`src/rtl/control_sequencer_if.sv`:
```
// control_sequencer_if: instruction-side inputs and decoded control/sequencing outputs of control_sequencer.
interface control_sequencer_if;
    logic [6:0] opcode;
    logic       instr_valid;
    logic       bus_ready;
    logic       irq;
    logic [2:0] cs_imm_src;
    logic       cs_reg_write;
    logic       cs_reg_1_zero;
    logic       cs_alu_src;
    logic [1:0] cs_alu_control;
    logic [1:0] cs_mem_to_reg;
    logic [1:0] cs_branch_op;
    logic       cs_bus_read;
    logic       cs_bus_write;
    logic       cs_end_isr;
    logic       stall;
    logic       isr_enter;
    logic       in_isr;
    logic       illegal;
    logic       bus_error;

    modport master (
        output opcode, instr_valid, bus_ready, irq,
        input  cs_imm_src, cs_reg_write, cs_reg_1_zero, cs_alu_src, cs_alu_control, cs_mem_to_reg,
               cs_branch_op, cs_bus_read, cs_bus_write, cs_end_isr, stall, isr_enter, in_isr,
               illegal, bus_error
    );
    modport slave (
        input  opcode, instr_valid, bus_ready, irq,
        output cs_imm_src, cs_reg_write, cs_reg_1_zero, cs_alu_src, cs_alu_control, cs_mem_to_reg,
               cs_branch_op, cs_bus_read, cs_bus_write, cs_end_isr, stall, isr_enter, in_isr,
               illegal, bus_error
    );
endinterface

```
`src/rtl/control_sequencer.sv`:
```
// control_sequencer: RV32 opcode decode plus stall sequencing for data-bus waits, IRQ entry and ISR return.
module control_sequencer #(
    parameter int LOAD_WAIT  = 1,
    parameter int STORE_WAIT = 0,
    parameter int HANDSHAKE  = 0,
    parameter int TIMEOUT    = 15
) (
    input logic clk,
    input logic reset,
    control_sequencer_if.slave bus
);
    typedef enum logic [1:0] {RUN, MEM_WAIT, IRQ_ENTRY} state_t;
    localparam logic [6:0] OP_LOAD = 7'b0000011, OP_STORE = 7'b0100011, OP_RETI = 7'b1111111;
    state_t state, state_next;
    logic [7:0] cnt, cnt_next, wait_n;
    logic [14:0] dec;
    logic known, gate, mem, stall_c, timeout, in_isr_q;

    always_comb begin
        dec = '0;
        known = 1'b1;
        case (bus.opcode)
            7'b0110011: dec = 15'b000_1_0_0_11_00_00_0_0_0;
            7'b0010011: dec = 15'b001_1_0_1_10_00_00_0_0_0;
            7'b1100011: dec = 15'b011_0_0_0_01_00_01_0_0_0;
            7'b1101111: dec = 15'b100_1_1_1_00_10_10_0_0_0;
            7'b1100111: dec = 15'b001_1_0_1_00_10_11_0_0_0;
            OP_LOAD:    dec = 15'b001_1_0_1_00_01_00_1_0_0;
            OP_STORE:   dec = 15'b010_0_0_1_00_00_00_0_1_0;
            7'b0110111: dec = 15'b000_1_1_1_00_00_00_0_0_0;
            OP_RETI:    dec = 15'b000_0_0_0_00_00_00_0_0_1;
            default:    known = 1'b0;
        endcase
    end

    assign gate = !reset && bus.instr_valid && state != IRQ_ENTRY;
    assign mem = gate && (bus.opcode == OP_LOAD || bus.opcode == OP_STORE);
    assign wait_n = bus.opcode == OP_LOAD ? 8'(LOAD_WAIT) : 8'(STORE_WAIT);

    // cnt counts down the fixed wait, or counts up stalled cycles toward TIMEOUT in handshake mode
    always_comb begin
        state_next = state;
        cnt_next = cnt;
        stall_c = 1'b0;
        timeout = 1'b0;
        case (state)
            RUN: begin
                if (mem && HANDSHAKE != 0) begin
                    stall_c = !bus.bus_ready;
                    cnt_next = 8'd1;
                end else if (mem) begin
                    stall_c = wait_n != 8'd0;
                    cnt_next = wait_n;
                end
                if (stall_c) state_next = MEM_WAIT;
                else if (gate && bus.irq && !in_isr_q) state_next = IRQ_ENTRY;
            end
            MEM_WAIT: begin
                if (HANDSHAKE != 0) begin
                    timeout = !bus.bus_ready && cnt >= 8'(TIMEOUT);
                    stall_c = !bus.bus_ready && !timeout;
                    cnt_next = cnt + 8'd1;
                end else begin
                    stall_c = cnt > 8'd1;
                    cnt_next = cnt - 8'd1;
                end
                if (!stall_c) state_next = RUN;
            end
            default: begin
                stall_c = 1'b1;
                state_next = RUN;
            end
        endcase
    end

    always_ff @(posedge clk) begin
        if (reset) begin
            state <= RUN;
            cnt <= '0;
            in_isr_q <= 1'b0;
        end else begin
            state <= state_next;
            cnt <= cnt_next;
            in_isr_q <= state == IRQ_ENTRY ? 1'b1 : bus.cs_end_isr ? 1'b0 : in_isr_q;
        end
    end

    assign bus.cs_imm_src = dec[14:12];
    assign bus.cs_reg_write = dec[11] && gate && !stall_c && !timeout;
    assign bus.cs_reg_1_zero = dec[10];
    assign bus.cs_alu_src = dec[9];
    assign bus.cs_alu_control = dec[8:7];
    assign bus.cs_mem_to_reg = dec[6:5];
    assign bus.cs_branch_op = gate ? dec[4:3] : 2'b00;
    assign bus.cs_bus_read = dec[2] && gate;
    assign bus.cs_bus_write = dec[1] && gate;
    assign bus.cs_end_isr = dec[0] && gate && in_isr_q;
    assign bus.stall = stall_c && !reset;
    assign bus.isr_enter = state == IRQ_ENTRY && !reset;
    assign bus.in_isr = in_isr_q;
    assign bus.bus_error = timeout && !reset;
    assign bus.illegal = bus.instr_valid && (!known || (bus.opcode == OP_RETI && !in_isr_q));
endmodule

```
`src/flat_wrapper.sv`:
```
// flat-port wrapper written by rule: the top's interface ports become plain ports
module control_sequencer_flat 
#(
    parameter int LOAD_WAIT  = 1,
    parameter int STORE_WAIT = 0,
    parameter int HANDSHAKE  = 0,
    parameter int TIMEOUT    = 15
)
  (clk, reset, bus_opcode, bus_instr_valid, bus_bus_ready, bus_irq, bus_cs_imm_src, bus_cs_reg_write, bus_cs_reg_1_zero, bus_cs_alu_src, bus_cs_alu_control, bus_cs_mem_to_reg, bus_cs_branch_op, bus_cs_bus_read, bus_cs_bus_write, bus_cs_end_isr, bus_stall, bus_isr_enter, bus_in_isr, bus_illegal, bus_bus_error);
  control_sequencer_if bus_i ();
  input logic clk;
  input logic reset;
  input wire logic [$bits(bus_i.opcode)-1:0] bus_opcode;
  input wire logic [$bits(bus_i.instr_valid)-1:0] bus_instr_valid;
  input wire logic [$bits(bus_i.bus_ready)-1:0] bus_bus_ready;
  input wire logic [$bits(bus_i.irq)-1:0] bus_irq;
  output wire logic [$bits(bus_i.cs_imm_src)-1:0] bus_cs_imm_src;
  output wire logic [$bits(bus_i.cs_reg_write)-1:0] bus_cs_reg_write;
  output wire logic [$bits(bus_i.cs_reg_1_zero)-1:0] bus_cs_reg_1_zero;
  output wire logic [$bits(bus_i.cs_alu_src)-1:0] bus_cs_alu_src;
  output wire logic [$bits(bus_i.cs_alu_control)-1:0] bus_cs_alu_control;
  output wire logic [$bits(bus_i.cs_mem_to_reg)-1:0] bus_cs_mem_to_reg;
  output wire logic [$bits(bus_i.cs_branch_op)-1:0] bus_cs_branch_op;
  output wire logic [$bits(bus_i.cs_bus_read)-1:0] bus_cs_bus_read;
  output wire logic [$bits(bus_i.cs_bus_write)-1:0] bus_cs_bus_write;
  output wire logic [$bits(bus_i.cs_end_isr)-1:0] bus_cs_end_isr;
  output wire logic [$bits(bus_i.stall)-1:0] bus_stall;
  output wire logic [$bits(bus_i.isr_enter)-1:0] bus_isr_enter;
  output wire logic [$bits(bus_i.in_isr)-1:0] bus_in_isr;
  output wire logic [$bits(bus_i.illegal)-1:0] bus_illegal;
  output wire logic [$bits(bus_i.bus_error)-1:0] bus_bus_error;
  assign bus_i.opcode = bus_opcode;
  assign bus_i.instr_valid = bus_instr_valid;
  assign bus_i.bus_ready = bus_bus_ready;
  assign bus_i.irq = bus_irq;
  assign bus_cs_imm_src = bus_i.cs_imm_src;
  assign bus_cs_reg_write = bus_i.cs_reg_write;
  assign bus_cs_reg_1_zero = bus_i.cs_reg_1_zero;
  assign bus_cs_alu_src = bus_i.cs_alu_src;
  assign bus_cs_alu_control = bus_i.cs_alu_control;
  assign bus_cs_mem_to_reg = bus_i.cs_mem_to_reg;
  assign bus_cs_branch_op = bus_i.cs_branch_op;
  assign bus_cs_bus_read = bus_i.cs_bus_read;
  assign bus_cs_bus_write = bus_i.cs_bus_write;
  assign bus_cs_end_isr = bus_i.cs_end_isr;
  assign bus_stall = bus_i.stall;
  assign bus_isr_enter = bus_i.isr_enter;
  assign bus_in_isr = bus_i.in_isr;
  assign bus_illegal = bus_i.illegal;
  assign bus_bus_error = bus_i.bus_error;
  control_sequencer #(.LOAD_WAIT(LOAD_WAIT), .STORE_WAIT(STORE_WAIT), .HANDSHAKE(HANDSHAKE), .TIMEOUT(TIMEOUT)) u_core (.clk(clk), .reset(reset), .bus(bus_i));
endmodule
```
`config.mk`:
```
export PLATFORM = sky130hd
export DESIGN_NAME = control_sequencer_flat
export DESIGN_NICKNAME = d
export VERILOG_FILES = /design/src/rtl/control_sequencer_if.sv /design/src/rtl/control_sequencer.sv /design/src/flat_wrapper.sv
export SDC_FILE = /design/constraint.sdc
export NUM_CORES = 1
export LEC_CHECK = 0
export ABC_CLOCK_PERIOD_IN_PS = 1680
export CORE_AREA = 8 8 71 73
export DETAILED_ROUTE_END_ITERATION = 6
export DIE_AREA = 0 0 79 81
export GPL_TIMING_DRIVEN = 0
export PLACE_DENSITY = 0.55
export REMOVE_ABC_BUFFERS = 1
export SLEW_MARGIN = 20
export SYNTH_ARGS = -nofsm -noshare
export SYNTH_HDL_FRONTEND = slang
export SYNTH_SLANG_ARGS = --single-unit
```
`constraint.sdc`:
```
create_clock -name clk -period 1.68 [get_ports clk]
set_input_delay 0.168 -clock clk [delete_from_list [all_inputs] [get_ports clk]]
set_output_delay 0.168 -clock clk [all_outputs]
set_load 0.1 [all_outputs]
```
## Yosys cells after proc, flatten, opt, wreduce, memory -nomap -nowiden

Index checks and enable logic that the tools add are counted.

- Reduce and logical (&&, ||, !) cells: 28
- Muxes and demuxes: 16
- Equal/unequal tests: 15
- Order comparisons: 1
- Add/subtract/negate cells: 1

Operator list:

| kind | count |
|---|---|
| $pmux W15 S9 | 1 |
| $eq A7 B7 Y1 const B | 4 |
| $eq A7 B6 Y1 const B | 3 |
| $pmux W8 S2 | 1 |
| $logic_and A1 B1 Y1 | 15 |
| $reduce_or A9 Y1 | 1 |
| $gt A8 B1 Y1 const B | 1 |
| $mux W2 | 4 |
| $mux W8 | 1 |
| $reduce_bool A8 Y1 | 1 |
| $sub A8 B1 Y8 const B | 1 |
| $eq A7 B2 Y1 const B | 1 |
| $eq A7 B5 Y1 const B | 1 |
| $mux W1 | 7 |
| $logic_not A1 Y1 | 4 |
| $ne A2 B2 Y1 const B | 2 |
| $pmux W2 S2 | 1 |
| $reduce_and A2 Y1 | 2 |
| $reduce_bool A2 Y1 | 2 |
| $ne A3 B2 Y1 const B | 1 |
| $eq A2 B1 Y1 const B | 1 |
| $eq A2 B2 Y1 const B | 1 |
| $logic_not A2 Y1 | 1 |
| $logic_or A1 B1 Y1 | 2 |
| other kinds (2) | 2 |

- Output and inout bits: 20
- Register bits after elaboration: 11
- Bits of input ports: 12

## Logic depth before layout (Yosys ltp)

Gate-level depths: netlist (run 1).

- Depth in word-level cells: 9
- Depth in mapped cells: 6

## Worst setup path after synthesis (run 1)

Ideal clock, no wire load.

- Kind: input port to output port
- Start: input bus_opcode[6]
- End: output bus_cs_bus_read
- Data arrival time: 3.924 ns
- Stages on the path: 4
- Buffers on the path: 1
- Path slack: -2.412 ns
- Path through: buf_6 -> or3_4 -> nor4_2 -> nor2b_1

- Word-level cells in the longest chain between the ends: 3

Ends and longest elaborated chain:

| item | line | text |
|---|---|---|
| start, declared | flat_wrapper.sv:13 | `input wire logic [$bits(bus_i.opcode)-1:0] bus_opcode;` |
| $eq A7 B7 Y1 (tied with other cells) | control_sequencer.sv:22 | `case (bus.opcode)` |
| $pmux W15 S9 * | control_sequencer.sv:22 |  |
| $logic_and A1 B1 Y1 * | control_sequencer.sv:95 | `assign bus.cs_bus_read = dec[2] && gate;` |
| end, declared | flat_wrapper.sv:24 | `output wire logic [$bits(bus_i.cs_bus_read)-1:0] bus_cs_bus_read;` |

Every way passes the cells marked *; elsewhere a longest branch is shown, timed or not.

## Worst setup path in the final report (run 1)

- Start: register u_core.cnt[0]
- End: output bus_stall

- Word-level cells in the longest chain between the ends: 4

Ends and longest elaborated chain:

| item | line | text |
|---|---|---|
| start, declared | control_sequencer.sv:15 | `logic [7:0] cnt, cnt_next, wait_n;` |
| start signal, assigned | control_sequencer.sv:83 | `cnt <= cnt_next;` |
| $gt A8 B1 Y1 | control_sequencer.sv:64 | `stall_c = cnt > 8'd1;` |
| $mux W1 | control_sequencer.sv:46 | `case (state)` |
| $pmux W1 S2 | control_sequencer.sv:46 |  |
| $logic_and A1 B1 Y1 | control_sequencer.sv:98 | `assign bus.stall = stall_c && !reset;` |
| end, declared | flat_wrapper.sv:27 | `output wire logic [$bits(bus_i.stall)-1:0] bus_stall;` |

No other way between the ends. The select of a mux whose other input is x is not followed.

==> results.py, run 1 <==
metrics = {
    "routing": {
        "routedWlPerCell_um": 14.4,
        "drtPass1Iterations": 4,
        "detailroute.via_count": 1118,
        "number_of_vias_per_cell_after_detailed_routing": 5.13,
        "routed_wirelength_um": 3150,
        "drt_first_iter_violations": 100,
        "route.detailed.drc": 0,
        "ant_nets_after_route": 0,
    },
    "clock_network": {
        "postCtsHoldBufs": 0,
        "cts_root_cell": "sky130_fd_sc_hd__clkbuf_8",
        "cts-htree-levels": 1,
        "clock_tree.buffer_depth": 2,
        "cts.sinks": 11,
        "insertion_delay_of_the_later_clocked_pin_in_the_worst_skew_pair_ns": 0.24,
        "path_clk_slew_ns": 0.05,
        "cts-buffers-inserted": 3,
        "cts_tree": "built",
    },
    "timing": {
        "worst_hold_slack_ns": 0.420,
        "fin_ws_ns": -0.223,
        "post-route-min-period_ns": 1.90,
        "worst_pin_slew_ns": 0.954,
        "fmax_mhz": 526,
        "report.final.slew_viol_count": 0,
        "finalSetupTns_ns": -0.367,
        "report.final.setup_viol": 2,
        "hold_viol": 0,
        "rsz0062_at_grt": "yes",
        "finClkSkew_ns": 0.00304,
        "max_slew_margin_pct": 36.7,
        "timing.final.crit_share_pct": 113,
    },
    "global_routing": {
        "antenna_found_initial": 0,
        "met1_resource_use_gr_pct": 11.1,
        "global_route.usage.met3_pct": 3.31,
        "total_grt_overflow": 0,
        "gr-max-usage-layer": "met2",
        "global_route_wire_length_before_repair_um": 5170,
        "gr-usage-met2_pct": 16.4,
        "grt_util_all_layers_pct": 9.81,
        "pin_count_of_the_biggest_net_entering_global_routing": 16,
        "grt_pass1_vias": 1152,
    },
    "run_status": {
        "violations_in_the_final_reports": "setup timing",
        "run_status": "finished, violations left",
    },
    "floorplanning": {
        "core_footprint_mm2": 0.00391,
        "fp-row-count": 23,
        "num_io_pins": 32,
        "die-height_um": 81,
        "fp.dieArea_mm2": 0.00640,
        "chipWidth_um": 79,
        "start_util_pct": 24.1,
    },
    "cells_and_area": {
        "nets": 183,
        "area_delta_synth_final_pct": 61.5,
        "layout.cell_area.non_filler_mm2": 0.00152,
        "layoutNonFillerInstCount": 218,
        "diodes_inserted": 0,
        "drive_gt1_share_pct": 41.7,
    },
    "setup_path": {
        "reg2regPathDepth": 5,
        "worst-path-buf-inv": 2,
        "crit_family": "compound AO/OA/AOI/OAI gates",
        "worst-path-stages": 7,
        "timing.critical_path.fanout_max": 4,
        "worstSetupStartpointType": "register",
        "crit_path_cell_trace": "inv_2 -> ha_4 -> or2_4 -> a41oi_4 -> a21oi_2 -> a21oi_2 -> buf_12",
        "critical_path_class": "register to primary output",
        "cpPeakStageDelay_ns": 0.34,
        "required_ns": 1.51,
        "reg2reg_setup_slack_ns": 0.09,
        "cpMostUsedCell": "sky130_fd_sc_hd__a21oi_2",
        "critical-path-slowest-cell": "sky130_fd_sc_hd__dfxtp_2",
        "cp-end-kind": "primary output",
        "crit_arrival_ns": 1.73,
    },
    "place": {
        "numPortBuffers": 29,
        "globalplace.congestion": 0.910,
        "placed_cell_area_mm2": 0.00125,
        "place.detailed.hpwl_um": 2190,
        "dpl.cell_count": 206,
    },
    "logic_synthesis": {
        "warning_count_from_the_yosys_run": 0,
        "netlist_top_cells_area": "sky130_fd_sc_hd__dfxtp_1 23%, sky130_fd_sc_hd__nor2_1 7.6%, sky130_fd_sc_hd__a21oi_1 5.3%",
        "syn-instance-count": 135,
        "yosys.area.top_type_share_pct": 23.4,
        "synth.largest_area_cell": "sky130_fd_sc_hd__dfxtp_1",
        "ys_seq_elements": 11,
        "post_synth.cell_area_avg_um2": 6.98,
        "synth_sequential_area_ratio_pct": 23.4,
        "unique_cell_type_count_in_the_yosys_netlist": 38,
        "syn-cell-area_um2": 942,
    },
    "min_path": {
        "min_path_type": "input pin to register",
        "min_path_cells": 4,
    },
    "power": {
        "power_density_mw_per_mm2": 482,
        "power.leakage_uw": 0.000568,
        "irDropWorstVdd_v": 0.000195,
    },
    "job": {
        "max_cap_viol_count": 0,
    },
}
==> what timing repair did <==
item,4_1_cts,5_1_grt
endpoints found under the setup margin,28,16
pin swaps,8,8
buffers inserted,6,2
cloned,0,0
resized for setup,180,26
==> path summary, 6_finish.rpt <==
kind                          end     startpoint
setup / recovery        bus_stall  u_core.cnt[0]
hold / removal    u_core.state[1]  bus_opcode[5]
setup reg to reg    u_core.cnt[5]  u_core.cnt[0]
hold reg to reg     u_core.cnt[1]  u_core.cnt[1]
==> cells by family (layout without fill, tap and decap cells) <==
| family | Yosys count | in the layout | synth area share, % |
|---|---|---|---|
| AOI/OAI and AO/OA | 33 | 33 | 25.0 |
| xor gates and xnor gates | 1 | 1 | 0.930 |
| adders and majority gates | 2 | 2 | 2.66 |
| buffers and inverters | 19 | 52 | 8.77 |
| DFF | 11 | 11 | 23.4 |
| muxes | 2 | 2 | 2.12 |
| other | 1 | 1 | 0.398 |
| and+or+nand+nor | 66 | 66 | 36.8 |
==> cells in the final DEF, fill, tap and decap left out, types with 3 or more instances in the layout <==
cell                       count
sky130_fd_sc_hd__nor2_1       17
sky130_fd_sc_hd__buf_4        13
sky130_fd_sc_hd__a21oi_1       8
sky130_fd_sc_hd__inv_1         8
sky130_fd_sc_hd__nand2_1       7
sky130_fd_sc_hd__nor3_1        6
sky130_fd_sc_hd__buf_2         6
sky130_fd_sc_hd__dfxtp_1       6
sky130_fd_sc_hd__nand3_1       5
sky130_fd_sc_hd__buf_12        5
sky130_fd_sc_hd__nand2b_1      4
sky130_fd_sc_hd__o21ai_0       4
sky130_fd_sc_hd__a31oi_1       4
sky130_fd_sc_hd__o32ai_1       4
sky130_fd_sc_hd__dfxtp_2       4
sky130_fd_sc_hd__nor2b_1       3
sky130_fd_sc_hd__nor4_4        3
sky130_fd_sc_hd__clkbuf_8      3
sky130_fd_sc_hd__clkbuf_4      3
sky130_fd_sc_hd__buf_6         3
==> state kept, by name (all words and copies together) (netlist names) <==
signal and cells:
u_core.state 2, u_core.cnt 8, u_core.bus.in_isr 1
==> per-layer routing <==
layer / vias to the layer above / wire length [um]
li1: 550 / -
met1: 529 / 1400
met2: 34 / 1460
met3: 5 / 240
met4: 0 / 40
met5: - / 0
==> worst register-to-register path: stages, from the launching register on <==
cell	delay, ns
sky130_fd_sc_hd__dfxtp_2	0.33
sky130_fd_sc_hd__buf_4	0.13
sky130_fd_sc_hd__nor3_1	0.55
sky130_fd_sc_hd__a21oi_1	0.16
sky130_fd_sc_hd__a31oi_1	0.19
sky130_fd_sc_hd__a31oi_1	0.10
==> cells in the mapped netlist (all sizes together) <==
master	n
o311ai	1
nor4b	1
o21ai	4
nor2	19
nor4	4
or4	1
a32oi	1
nor2b	4
xnor2	1
o32ai	4
conb	1
nand4	2
or3	1
a41oi	1
buf	2
clkbuf	6
inv	11
nand3	5
nor3	9
ha	2
o31ai	1
a31o	1
a211oi	2
a31oi	4
dfxtp	11
and2	2
a21oi	11
mux2i	2
nand2b	5
o31a	1
or2	3
a22oi	1
nand4b	1
a21boi	1
nand2	9
==> per-stage QoR <==
stage	setup slack [ns]	power, uW	util [%]
CTS	-0.233	733	37.5
finish	-0.223	733	38.9
global route	-0.277	775	38.9
global placement	-1.62	457	32.0
floorplan	-2.35	386	-
detailed placement	-1.59	459	32.0
==> cell type report <==
cell class	count	area [um^2]
timing repair buffer	37	345
clock buffer	4	45.0
inverter	11	45.0
sequential	11	229
fill	436	2390
multi-input combinational	105	795
tap	50	62.6
==> where the power goes <==
part | switching [uW] | total (uW) | internal (uW)
clock | 96.9 | 263 | 166
sequential | 6.69 | 270 | 263
combinational | 142 | 200 | 58.0
total | 246 | 733 | 487
No activity file was read; power rests on OpenSTA's default activity.
==> run 2, diff against run 1 <==
--- a/config.mk
+++ b/config.mk
@@ -11,6 +11,7 @@
 export DIE_AREA = 0 0 79 81
 export GPL_TIMING_DRIVEN = 0
 export PLACE_DENSITY = 0.55
+export RECOVER_POWER = 50
 export REMOVE_ABC_BUFFERS = 1
 export SLEW_MARGIN = 20
 export SYNTH_ARGS = -nofsm -noshare
==> results.py, run 2 (synthesis gave the netlist of run 1 again) <==
metrics = {
    "run_status": {
        "run_status": "finished, violations left",
        "violations_in_the_final_reports": "setup timing",
    },
    "floorplanning": {
        "chipWidth_um": 79,
        "fp.dieArea_mm2": 0.00640,
        "core_footprint_mm2": 0.00391,
        "fp-row-count": 23,
        "num_io_pins": 32,
        "start_util_pct": 24.1,
        "die-height_um": 81,
    },
    "place": {
        "globalplace.congestion": 0.910,
        "numPortBuffers": 29,
        "place.detailed.hpwl_um": 2190,
    },
    "timing": {
        "fin_ws_ns": -0.224,
        "post-route-min-period_ns": 1.90,
        "timing.final.crit_share_pct": 113,
        "report.final.setup_viol": 4,
        "worst_pin_slew_ns": 0.954,
        "hold_viol": 0,
        "fmax_mhz": 525,
        "report.final.slew_viol_count": 0,
        "max_slew_margin_pct": 36.7,
        "rsz0062_at_grt": "yes",
        "finClkSkew_ns": 0.00296,
    },
    "clock_network": {
        "cts-htree-levels": 1,
        "cts.sinks": 11,
        "postCtsHoldBufs": 0,
        "clock_tree.buffer_depth": 2,
        "insertion_delay_of_the_later_clocked_pin_in_the_worst_skew_pair_ns": 0.24,
        "path_clk_slew_ns": 0.05,
        "cts-buffers-inserted": 3,
        "cts_root_cell": "sky130_fd_sc_hd__clkbuf_8",
        "cts_tree": "built",
    },
    "setup_path": {
        "critical_path_class": "register to primary output",
        "cpPeakStageDelay_ns": 0.34,
        "cp-end-kind": "primary output",
        "crit_arrival_ns": 1.74,
        "timing.critical_path.fanout_max": 4,
        "required_ns": 1.51,
        "worstSetupStartpointType": "register",
        "cpMostUsedCell": "sky130_fd_sc_hd__a21oi_2",
        "crit_path_cell_trace": "inv_2 -> ha_4 -> or2_4 -> a41oi_4 -> a21oi_2 -> a21oi_2 -> buf_12",
        "critical-path-slowest-cell": "sky130_fd_sc_hd__dfxtp_2",
    },
    "cells_and_area": {
        "final_core_util_pct": 38.4,
        "largest_register_ffs": 8,
        "diodes_inserted": 0,
        "nets": 183,
        "leading_cell_type_in_the_layout_fill_and_taps_excluded": "sky130_fd_sc_hd__nor2_1",
        "mostFrequentLayoutCells": "17 x sky130_fd_sc_hd__nor2_1, 13 x sky130_fd_sc_hd__buf_4, 8 x sky130_fd_sc_hd__a21oi_1, 8 x sky130_fd_sc_hd__inv_1, 7 x sky130_fd_sc_hd__nand2_1",
        "registers.top_by_ff_count": "u_core.cnt",
        "drive_gt1_share_pct": 40.5,
        "area_delta_synth_final_pct": 59.6,
    },
    "routing": {
        "routedWlPerCell_um": 14.5,
        "drtPass1Iterations": 4,
        "drt_first_iter_violations": 93,
        "number_of_vias_per_cell_after_detailed_routing": 5.10,
        "detailroute.via_count": 1111,
        "routed_wirelength_um": 3160,
        "ant_nets_after_route": 0,
        "route.detailed.drc": 0,
    },
    "power": {
        "power.leakage_uw": 0.000564,
        "power_density_mw_per_mm2": 486,
        "irDropWorstVdd_v": 0.000195,
        "power_uw": 730,
    },
    "min_path": {
        "min_path_type": "input pin to register",
    },
    "global_routing": {
        "grt_pass1_vias": 1152,
        "pin_count_of_the_biggest_net_entering_global_routing": 16,
        "grt_util_all_layers_pct": 9.81,
        "antenna_found_initial": 0,
        "total_grt_overflow": 0,
        "global_route_wire_length_before_repair_um": 5170,
    },
    "job": {
        "max_cap_viol_count": 0,
    },
}
-- run 2: changes by cell type in the layout (fill, tap and decap cells not counted) --
cell,change
sky130_fd_sc_hd__nor4_1,+1
sky130_fd_sc_hd__nor4_4,-1
sky130_fd_sc_hd__or2_0,+1
sky130_fd_sc_hd__or2_4,-1
-- run 2: metrics by stage --
stage	instances	cell area (um^2)	TNS (ns)	setup WS, ns	hold WS (ns)
5_1_grt	218	1500	-1.21	-0.277	0.441
6_report	218	1500	-0.594	-0.224	0.436
3_5_place_dp	206	1250	-26.26	-1.59	0.485
2_1_floorplan	127	901	-18.97	-2.35	0.237
3_3_place_gp	206	1250	-25.72	-1.62	0.486
4_1_cts	216	1470	-0.413	-0.233	0.427
-- run 2: area by class of cell --
type / count / area [um^2]
fill: 438 / 2410
sequential: 11 / 229
multi-input combinational: 105 / 777
timing repair buffer: 37 / 345
clock buffer: 4 / 45.0
tap: 50 / 62.6
inverter: 11 / 45.0
-- run 2: what timing repair did --
action | CTS | global route
setup buffers | 6 | 2
endpoints found under the setup margin | 28 | 16
pin swaps | 8 | 8
resized for setup | 180 | 26
-- run 2: worst paths after layout --
check	start	to	slack (ns)	cells after the start
worst max-delay path	u_core.cnt[0]	bus_stall	-0.22	7
worst min-delay path	reset	u_core.state[0]	0.44	2
worst max register to register	u_core.cnt[0]	u_core.cnt[5]	0.10	5
worst min register to register	u_core.cnt[1]	u_core.cnt[1]	0.51	2
-- run 2: critical path: cells and delay by family, from the launching register on --
kind	cells	cell delay, ns
compound gates	3	0.48
buf+inv	2	0.25
simple gates	1	0.25
flops	1	0.34
fa+ha+maj	1	0.16
-- run 2: power by group --
group,internal [uW],switching (uW)
clock,166,96.9
sequential,263,6.68
combinational,57.6,140
-- run 2: routing by layer --
layer  global-route usage [%]  vias to the layer above  part of all wire (%)
met2                     16.4                       32                    46
met3                     3.31                        5                   7.3
met1                     11.1                      526                    45
li1                         -                      548                     -
met4                     4.44                        0                   1.3
met5                        0                        -                     0
